--- config.mk ---
export PLATFORM = sky130hd
export DESIGN_NAME = alu_code_unit
export DESIGN_NICKNAME = d
export VERILOG_FILES = /design/src/rtl/alu_code_unit.sv
export SDC_FILE = /design/constraint.sdc
export NUM_CORES = 1
export LEC_CHECK = 0
export CORE_AREA = 10 10 87 89
export DETAILED_ROUTE_END_ITERATION = 10
export DIE_AREA = 0 0 97 99
export GPL_TIMING_DRIVEN = 1
export PLACE_DENSITY = 0.71
export RECOVER_POWER = 50
export SETUP_SLACK_MARGIN = 0.02
export SLEW_MARGIN = 0
export SYNTH_ARGS = -nofsm -noshare
export SYNTH_HDL_FRONTEND = slang
export SYNTH_SLANG_ARGS = --single-unit
--- constraint.sdc ---
create_clock -name clk -period 3.2 [get_ports clk]
set_input_delay 0.96 -clock clk [delete_from_list [all_inputs] [get_ports clk]]
set_output_delay 0.96 -clock clk [all_outputs]
set_load 0.1 [all_outputs]
--- src/rtl/alu_code_unit.sv ---
// -----------------------------------------------------------------------------
// alu_code_unit
//   Registered 4-bit ALU driving a 2-digit multiplexed hex seven-segment
//   display. Every clock the 8-bit result of (a, f, b) and the {C,Z,N,V} flag
//   bank are registered; the two result nibbles are time-multiplexed onto du.
//
// Parameters
//   REFRESH_BITS : width of the free-running refresh counter (>= 1); the
//                  digit select toggles every 2^REFRESH_BITS clocks.
//
// Ports
//   clk   in  1 : clock, rising edge
//   rst_n in  1 : asynchronous active-low reset
//   a     in  4 : operand A (unsigned)
//   b     in  4 : operand B (unsigned)
//   f     in  4 : opcode
//   du    out 7 : active-high segments {a,b,c,d,e,f,g} of the enabled digit
//   d0    out 1 : low digit (result[3:0]) enable
//   d1    out 1 : high digit (result[7:4]) enable
//   bank  out 4 : registered flags {C,Z,N,V}
//
// Build option
//   ALU_MUL_EN : when defined, f=2 is the 8-bit product a*b; otherwise no
//                multiplier is built and f=2 yields zero (Z=1).
// -----------------------------------------------------------------------------
module alu_code_unit #(
   parameter int unsigned REFRESH_BITS = 16
) (
   input  logic       clk,
   input  logic       rst_n,
   input  logic [3:0] a,
   input  logic [3:0] b,
   input  logic [3:0] f,
   output logic [6:0] du,
   output logic       d0,
   output logic       d1,
   output logic [3:0] bank
);

   typedef enum logic {DIG_LO = 1'b0, DIG_HI = 1'b1} digit_t;

   digit_t                  sel;
   digit_t                  nxt_sel;
   logic [REFRESH_BITS-1:0] cnt;
   logic [7:0]              result;
   logic [7:0]              nxt_result;
   logic [3:0]              nxt_bank;
   logic [6:0]              nxt_du;

   logic [4:0] sum5;
   logic [4:0] inc5;
   logic [7:0] diff8;
   logic [1:0] sh;
   logic       c;
   logic       v;

   function automatic logic [6:0] hex_glyph(input logic [3:0] x);
      case (x)
         4'h0: hex_glyph = 7'b1111110;
         4'h1: hex_glyph = 7'b0110000;
         4'h2: hex_glyph = 7'b1101101;
         4'h3: hex_glyph = 7'b1111001;
         4'h4: hex_glyph = 7'b0110011;
         4'h5: hex_glyph = 7'b1011011;
         4'h6: hex_glyph = 7'b1011111;
         4'h7: hex_glyph = 7'b1110000;
         4'h8: hex_glyph = 7'b1111111;
         4'h9: hex_glyph = 7'b1111011;
         4'hA: hex_glyph = 7'b1110111;
         4'hB: hex_glyph = 7'b0011111;
         4'hC: hex_glyph = 7'b1001110;
         4'hD: hex_glyph = 7'b0111101;
         4'hE: hex_glyph = 7'b1001111;
         default: hex_glyph = 7'b1000111;
      endcase
   endfunction

   function automatic logic [3:0] rotl4(input logic [3:0] x, input logic [1:0] n);
      case (n)
         2'd0: rotl4 = x;
         2'd1: rotl4 = {x[2:0], x[3]};
         2'd2: rotl4 = {x[1:0], x[3:2]};
         default: rotl4 = {x[0], x[3:1]};
      endcase
   endfunction

   always_comb begin
      sum5       = {1'b0, a} + {1'b0, b};
      inc5       = {1'b0, a} + 5'd1;
      diff8      = {4'b0000, a} - {4'b0000, b};
      sh         = b[1:0];
      nxt_result = '0;
      c          = 1'b0;
      v          = 1'b0;
      case (f)
         4'd0: begin
            nxt_result = {3'b000, sum5};
            c = sum5[4];
            v = (a[3] == b[3]) && (sum5[3] != a[3]);
         end
         4'd1: begin
            nxt_result = diff8;
            c = (a < b);
            v = (a[3] != b[3]) && (diff8[3] != a[3]);
         end
`ifdef ALU_MUL_EN
         4'd2:  nxt_result = {4'b0000, a} * {4'b0000, b};
`else
         4'd2:  nxt_result = '0;
`endif
         4'd3:  nxt_result = {4'b0000, a & b};
         4'd4:  nxt_result = {4'b0000, a | b};
         4'd5:  nxt_result = {4'b0000, a ^ b};
         4'd6:  nxt_result = {4'b0000, ~(a & b)};
         4'd7:  nxt_result = {4'b0000, ~(a | b)};
         4'd8:  nxt_result = {4'b0000, ~(a ^ b)};
         4'd9:  nxt_result = {4'b0000, ~a};
         4'd10: nxt_result = {4'b0000, a} << sh;
         4'd11: begin
            nxt_result = {4'b0000, a >> sh};
            // last bit shifted out is a[sh-1]; no bit leaves on a zero shift
            c = (sh == 2'd0) ? 1'b0 : a[sh - 2'd1];
         end
         4'd12: nxt_result = {4'b0000, rotl4(a, sh)};
         // right rotate by n is left rotate by (4-n) mod 4
         4'd13: nxt_result = {4'b0000, rotl4(a, 2'd0 - sh)};
         4'd14: begin
            nxt_result = {3'b000, inc5};
            c = inc5[4];
         end
         default: begin
            if (a > b)       nxt_result = 8'h01;
            else if (a == b) nxt_result = 8'h00;
            else             nxt_result = 8'hFF;
         end
      endcase
      nxt_bank = {c, (nxt_result == 8'h00), nxt_result[7], v};

      // select toggles on the edge where the counter wraps back to zero
      nxt_sel = sel;
      if (&cnt) nxt_sel = (sel == DIG_LO) ? DIG_HI : DIG_LO;

      // du is built from the next result and next select so the registered
      // segment drive always matches the registered digit enables
      nxt_du = hex_glyph((nxt_sel == DIG_HI) ? nxt_result[7:4] : nxt_result[3:0]);
   end

   always_ff @(posedge clk or negedge rst_n) begin
      if (!rst_n) begin
         cnt    <= '0;
         sel    <= DIG_LO;
         result <= '0;
         bank   <= '0;
         du     <= 7'b1111110;
         d0     <= 1'b1;
         d1     <= 1'b0;
      end else begin
         cnt    <= cnt + REFRESH_BITS'(1);
         sel    <= nxt_sel;
         result <= nxt_result;
         bank   <= nxt_bank;
         du     <= nxt_du;
         d0     <= (nxt_sel == DIG_LO);
         d1     <= (nxt_sel == DIG_HI);
      end
   end

   // result is held as architectural state; its nibbles reach the pins via du
   logic unused_result;
   assign unused_result = ^result;

endmodule

==> flow_metrics.py, run 1 <==
metrics = {
    "outcome": {
        "status": "finished, violations left",
        "violations": "max-capacitance violations, max-slew violations, negative setup slack",
    },
    "critical_path": {
        "cp_num_buf_inv": 5,
        "r2r_cells": 12,
        "setup.worst_path.class": "primary input to flip-flop",
        "path_delay_family": "simple AND/OR/NAND/NOR gates",
        "path_cells": "buf_2 -> inv_2 -> ha_1 -> nor4_2 -> nand3b_1 -> o32ai_4 -> buf_6 -> or2_4 -> o22ai_4 -> buf_6 -> buf_6 -> ha_4 -> mux2i_1 -> o21a_1",
        "critical-path-slowest-cell": "ha_1",
        "crit_arrival_ps": 3550,
        "crit_path_frequent_cell": "buf_6",
        "cp-end-kind": "flip-flop",
        "cp-start-kind": "primary input",
        "cpPeakStageDelay_ps": 370,
        "worst-path-max-fanout": 4,
        "required_ps": 3360,
        "cp.depth": 14,
    },
    "timing": {
        "maxSlewHeadroom_pct": -8.38,
        "rsz0062_at_grt": "true",
        "finalMaxSlewViolations": 30,
        "tightest_slew_ps": 1630,
        "final.min_clock_period_ps": 3390,
        "setup_tns_ps": -948,
        "fin_crit_sh_pct": 106,
        "fmax_mhz": 295,
        "finClkSkew_ps": 8.15,
        "setup_viol": 8,
        "final_hold_viol_count": 0,
        "finalWorstSetupSlack_ps": -186,
    },
    "power": {
        "max-vdd-ir-drop_uv": 448,
        "internal_power_w": 0.00109,
        "total_power_w": 0.00182,
        "swShare_pct": 40.1,
        "seqPwrFrac_pct": 23.4,
        "leakage_nw": 2.10,
        "switching_power_w": 0.000732,
        "cellPowerDensity_mw_per_mm2": 387,
        "clkPwrFrac_pct": 25.2,
        "p_comb_share_pct": 51.4,
    },
    "die": {
        "fp-row-count": 28,
        "core-area_mm2": 0.00585,
        "dieArea_mm2": 0.00960,
        "start_util_pct": 50.4,
        "die_y_um": 99,
        "die_x_um": 97,
        "io_pins": 27,
    },
    "layout": {
        "fillCellCount": 320,
        "stdcell_count": 546,
        "area_growth_pct": 59.7,
        "diodes": 0,
        "drive_gt1_share_pct": 48.0,
        "most-common-layout-cells": "buf_4 (109), dfrtp_1 (22), buf_6 (16), nand2_1 (15)",
        "finalNetCount": 514,
        "final_common_cell": "buf_4",
    },
    "synthesis": {
        "synth_area_leaders": "dfrtp_1 (19%), ha_1 (12%), dfstp_2 (6.2%), xnor2_1 (3.9%), inv_1 (3.1%)",
        "synth-async-reset-ratio_pct": 100,
        "synthesis.nets": 387,
        "ys_warn_count": 0,
        "yosysSeqAreaShare_pct": 24.9,
        "synthesis.area_mm2": 0.00295,
        "synthCells": 343,
        "yosys.area.top_type": "dfrtp_1",
        "synth-edff-count": 0,
        "netlist.area_leader.share_pct": 18.7,
        "syn_area_per_cell_um2": 8.61,
        "ys_seq_elements": 29,
        "synthDistinctLibCells": 64,
        "synth_ff_type": "dfrtp_1",
    },
    "clock_network": {
        "clockBufferDepth": 2,
        "cts_root_buf": "clkbuf_8",
        "cts_buffers": 5,
        "htree_levels": 2,
        "ctsHoldBuffers": 0,
        "clock_latency_ps": 280,
        "clkTransAtPathRegs_ps": 70,
        "numClockSinks": 29,
        "cts_tree": "built",
    },
    "drt": {
        "drc_errors": 0,
        "vias": 3505,
        "post_drt_via_cell_ratio": 6.42,
        "drtIter0Drc": 520,
        "postRouteAntennaNets": 0,
        "firstDrtPassIters": 5,
        "wl_per_cell_um": 21.3,
        "wl_um": 11600,
    },
    "place": {
        "place.gp.congestion": 0.935,
        "io_buffers": 26,
        "hpwlAfterDp_um": 7260,
        "dpl.cell_count": 514,
    },
    "min_path": {
        "whs_path_depth": 1,
        "hold_path.class": "flip-flop to flip-flop",
    },
    "global_route": {
        "grt_pass1_vias": 3332,
        "grtUsageTotal_pct": 21.2,
        "grt_overflow_total": 0,
        "grt_pass1_wl_um": 17300,
        "grt_start_max_net_pins": 30,
        "grt_antenna_before_repair": 0,
    },
    "flow_run": {
        "cap_violations": 1,
    },
}
[state kept, by name (all words and copies together), names as in the netlist]
| signal | count |
|---|---|
| sel | 1 |
| d0 | 1 |
| bank | 4 |
| cnt | 16 |
| du | 7 |
[power by group through the flow]
| stage | Clock (W) | Sequential (W) | Combinational (W) |
|---|---|---|---|
| after floorplan | 0 | 0.000649 | 0.000281 |
| after global routing | 0.000475 | 0.000428 | 0.000976 |
| final | 0.000460 | 0.000426 | 0.000938 |
| after CTS | 0.000452 | 0.000423 | 0.000847 |
| after detailed placement | 0 | 0.000429 | 0.000753 |
| after global placement | 0 | 0.000427 | 0.000742 |
[cell families after synthesis]
| group | after synthesis | synth area share, % |
|---|---|---|
| and+or+nand+nor | 124 | 25.4 |
| buffers and inverters | 47 | 6.36 |
| AOI/OAI and AO/OA | 85 | 21.2 |
| DFF | 29 | 24.9 |
| xor gates and xnor gates | 17 | 5.04 |
| adders and majority gates | 30 | 13.2 |
| muxes | 11 | 3.90 |
[cells in the mapped netlist (all sizes together) (3+ instances only)]
master / number
xnor2: 13
mux2: 4
dfstp: 7
o21ai: 9
or4: 3
a31oi: 5
a221oi: 4
or3b: 3
a21oi: 15
a22oi: 4
o211ai: 5
a2111oi: 5
o22ai: 4
nor4bb: 3
nor2: 12
nand2: 16
nand3b: 6
xor2: 4
inv: 24
nor2b: 10
a211oi: 6
or3: 4
nor3: 8
dfrtp: 22
a21o: 3
ha: 28
nand3: 12
nand4: 7
nand2b: 7
and2: 3
clkbuf: 16
and3: 8
mux2i: 7
buf: 7
o21a: 3
o31ai: 4
nor4: 8
[path summary, 6_finish.rpt]
| kind | endpoint | from | slack (ps) |
|---|---|---|---|
| max | du[0]$_DFF_PN0_ | a[0] | -190 |
| min | cnt[0]$_DFF_PN0_ | cnt[0]$_DFF_PN0_ | 500 |
| max reg2reg | du[0]$_DFF_PN0_ | cnt[0]$_DFF_PN0_ | 30 |
| min reg2reg | cnt[0]$_DFF_PN0_ | cnt[0]$_DFF_PN0_ | 500 |
| max in group asynchronous | bank[1]$_DFF_PN0_ | rst_n | 620 |
| min in group asynchronous | cnt[6]$_DFF_PN0_ | rst_n | 1630 |
[layout make-up]
cell class / instances / area, um^2 / share of cell area (%)
Clock buffer: 5 / 68.8 / 1.46
Tap cell: 75 / 93.8 / 1.99
Sequential cell: 29 / 734 / 15.6
Clock inverter: 3 / 65.1 / 1.38
Multi-Input combinational cell: 267 / 2450 / 52.1
Timing Repair Buffer: 143 / 1190 / 25.3
Inverter: 24 / 104 / 2.20
[layer usage]
layer / track usage, % / share of wire, % / up-vias / routed length, um
li1: - / - / 1535 / -
met1: 27.3 / 39 / 1677 / 4570
met2: 34.1 / 46 / 241 / 5390
met3: 4.75 / 9.7 / 52 / 1130
met4: 7.38 / 4.5 / 0 / 517
met5: 0 / 0 / - / 0
[timing repair]
action                                  4_1_cts  5_1_grt
pin swaps                                    20       20
endpoints found under the setup margin        8        8
cloned                                        2        0
gates resized for setup                      95       41
buffers inserted                             10       13
[through the flow]
stage	hold WS (ps)	util [%]	setup WS, ps	instance area, um^2
after floorplan	445	-	-280	3100
after global placement	466	68.7	-936	4020
after detailed placement	487	68.7	-1010	4020
after CTS	501	77.6	-142	4540
after global routing	523	80.6	-254	4710
final	501	80.6	-186	4710
Power figures use the tool's default switching activity.
==> run 2: changes to the inputs <==
Settings changed: PLACE_DENSITY 0.71 to 0.76.
==> run 2 against run 1 <==
The run ends with negative setup slack left; sequential power down 1%; register-to-register slack better by 260 ps; flip-flop and latch count unchanged; routed wire length down 6.4%; highest routed layer unchanged; clock power down 36%; critical endpoint is now du[5]$_DFF_PN1_; worst hold slack worse by 27 ps; critical path type unchanged; sequential share of layout area up 0.083 points.
==> flow_metrics.py, run 2 (synthesis gave the netlist of run 1 again) <==
metrics = {
    "outcome": {
        "status": "finished, violations left",
        "violations": "negative setup slack",
    },
    "drt": {
        "postRouteAntennaNets": 0,
        "vias": 3438,
        "wl_um": 10900,
        "wl_per_cell_um": 19.6,
        "drc_errors": 0,
        "firstDrtPassIters": 5,
        "post_drt_via_cell_ratio": 6.19,
        "drtIter0Drc": 375,
    },
    "place": {
        "place.gp.congestion": 0.974,
        "dpl.cell_count": 521,
        "io_buffers": 26,
        "hpwlAfterDp_um": 7440,
    },
    "layout": {
        "finalNetCount": 523,
        "most-common-layout-cells": "buf_4 (123), dfrtp_1 (22), nand2_1 (16), ha_1 (15), inv_1 (14)",
        "area_growth_pct": 58.9,
        "largest_reg_flops": 16,
        "final_core_util_pct": 80.2,
        "stdcell_count": 555,
        "reg_top3": "cnt (16), du (7), bank (4)",
        "diodes": 0,
        "drive_gt1_share_pct": 47.3,
        "final_common_cell": "buf_4",
        "regMostFlops": "cnt",
    },
    "die": {
        "core-area_mm2": 0.00585,
        "io_pins": 27,
        "start_util_pct": 50.4,
        "dieArea_mm2": 0.00960,
        "die_y_um": 99,
        "die_x_um": 97,
        "fp-row-count": 28,
    },
    "critical_path": {
        "path_delay_family": "compound AO/OA/AOI/OAI gates",
        "crit_arrival_ps": 3580,
        "cp-end-kind": "flip-flop",
        "crit_path_frequent_cell": "buf_4",
        "cp-start-kind": "primary input",
        "required_ps": 3370,
        "critical-path-slowest-cell": "or4_4",
        "cpPeakStageDelay_ps": 560,
        "cp_num_buf_inv": 6,
        "setup.worst_path.class": "primary input to flip-flop",
        "worst-path-max-fanout": 4,
        "path_cells": "buf_8 -> clkinvlp_4 -> buf_4 -> ha_1 -> buf_4 -> a222oi_1 -> nor4_2 -> or4_4 -> buf_4 -> o211ai_1 -> inv_1 -> a221oi_1",
    },
    "timing": {
        "finalWorstSetupSlack_ps": -208,
        "finClkSkew_ps": 5.72,
        "setup_viol": 8,
        "timing.hold.ws_ps": 474,
        "maxSlewHeadroom_pct": 1.66,
        "rsz0062_at_grt": "true",
        "fmax_mhz": 293,
        "fin_crit_sh_pct": 107,
        "setup_tns_ps": -936,
        "final.min_clock_period_ps": 3410,
        "final_hold_viol_count": 0,
        "tightest_slew_ps": 1480,
        "finalMaxSlewViolations": 0,
    },
    "global_route": {
        "grt_pass1_vias": 3417,
        "grt_pass1_wl_um": 16800,
        "grt_antenna_before_repair": 0,
        "grtUsageTotal_pct": 20.8,
        "grt_overflow_total": 0,
        "grt_start_max_net_pins": 30,
    },
    "power": {
        "switching_power_w": 0.000699,
        "leakage_nw": 2.12,
        "p_comb_share_pct": 56.0,
        "seqPwrFrac_pct": 25.9,
        "max-vdd-ir-drop_uv": 408,
        "swShare_pct": 43.0,
        "cellPowerDensity_mw_per_mm2": 347,
        "clkPwrFrac_pct": 18.0,
        "internal_power_w": 0.000926,
        "total_power_w": 0.00163,
    },
    "clock_network": {
        "cts_root_buf": "clkbuf_8",
        "clkTransAtPathRegs_ps": 70,
        "ctsHoldBuffers": 0,
        "clock_latency_ps": 280,
        "htree_levels": 2,
        "numClockSinks": 29,
        "cts_tree": "built",
        "cts_buffers": 5,
        "clockBufferDepth": 2,
    },
    "min_path": {
        "hold_path.class": "flip-flop to flip-flop",
    },
    "flow_run": {
        "cap_violations": 0,
    },
}
run 2: through the flow:
step                      instance area [um^2]  worst slack [ps]
after floorplan                           3100              -280
after global placement                    4020              -852
after detailed placement                  4020              -966
after CTS                                 4480              -116
after global routing                      4690              -326
final                                     4690              -208
run 2: timing repair:
| action | CTS | global route |
|---|---|---|
| pin swaps | 24 | 21 |
| endpoints found under the setup margin | 8 | 8 |
| buffers inserted | 18 | 8 |
| gates cloned | 0 | 0 |
| resized for setup | 88 | 33 |
run 2: routing by layer:
| layer | global-route usage (%) | share of wire [%] | vias up |
|---|---|---|---|
| li1 | - | - | 1560 |
| met5 | 0 | 0 | - |
| met4 | 8.74 | 3.2 | 0 |
| met1 | 25.5 | 40 | 1640 |
| met2 | 33.8 | 48 | 198 |
| met3 | 5.17 | 8.7 | 40 |
run 2: worst paths after layout:
path | depth (start not counted) | startpoint | to | slack, ps
max | 12 | b[1] | du[5]$_DFF_PN1_ | -210
min | 1 | cnt[15]$_DFF_PN0_ | cnt[15]$_DFF_PN0_ | 470
max reg2reg | 11 | cnt[0]$_DFF_PN0_ | du[1]$_DFF_PN1_ | 290
min reg2reg | 1 | cnt[15]$_DFF_PN0_ | cnt[15]$_DFF_PN0_ | 470
max in group asynchronous | 2 | rst_n | bank[1]$_DFF_PN0_ | 770
min in group asynchronous | 2 | rst_n | cnt[0]$_DFF_PN0_ | 1570
run 2: power groups by stage:
stage | sequential, W | combinational [W] | clock (W)
floorplan | 0.000649 | 0.000281 | 0
global placement | 0.000426 | 0.000740 | 0
detailed placement | 0.000428 | 0.000755 | 0
CTS | 0.000421 | 0.000837 | 0.000298
global route | 0.000424 | 0.000952 | 0.000316
finish | 0.000421 | 0.000911 | 0.000293
run 2: layout make-up:
cell class / instances / area [um^2]
clock buffer: 5 / 68.8
clock inverter: 3 / 17.5
fill: 332 / 1160
inverter: 24 / 101
multi-input combinational: 267 / 2430
sequential: 29 / 734
tap: 75 / 93.8
timing repair buffer: 152 / 1240
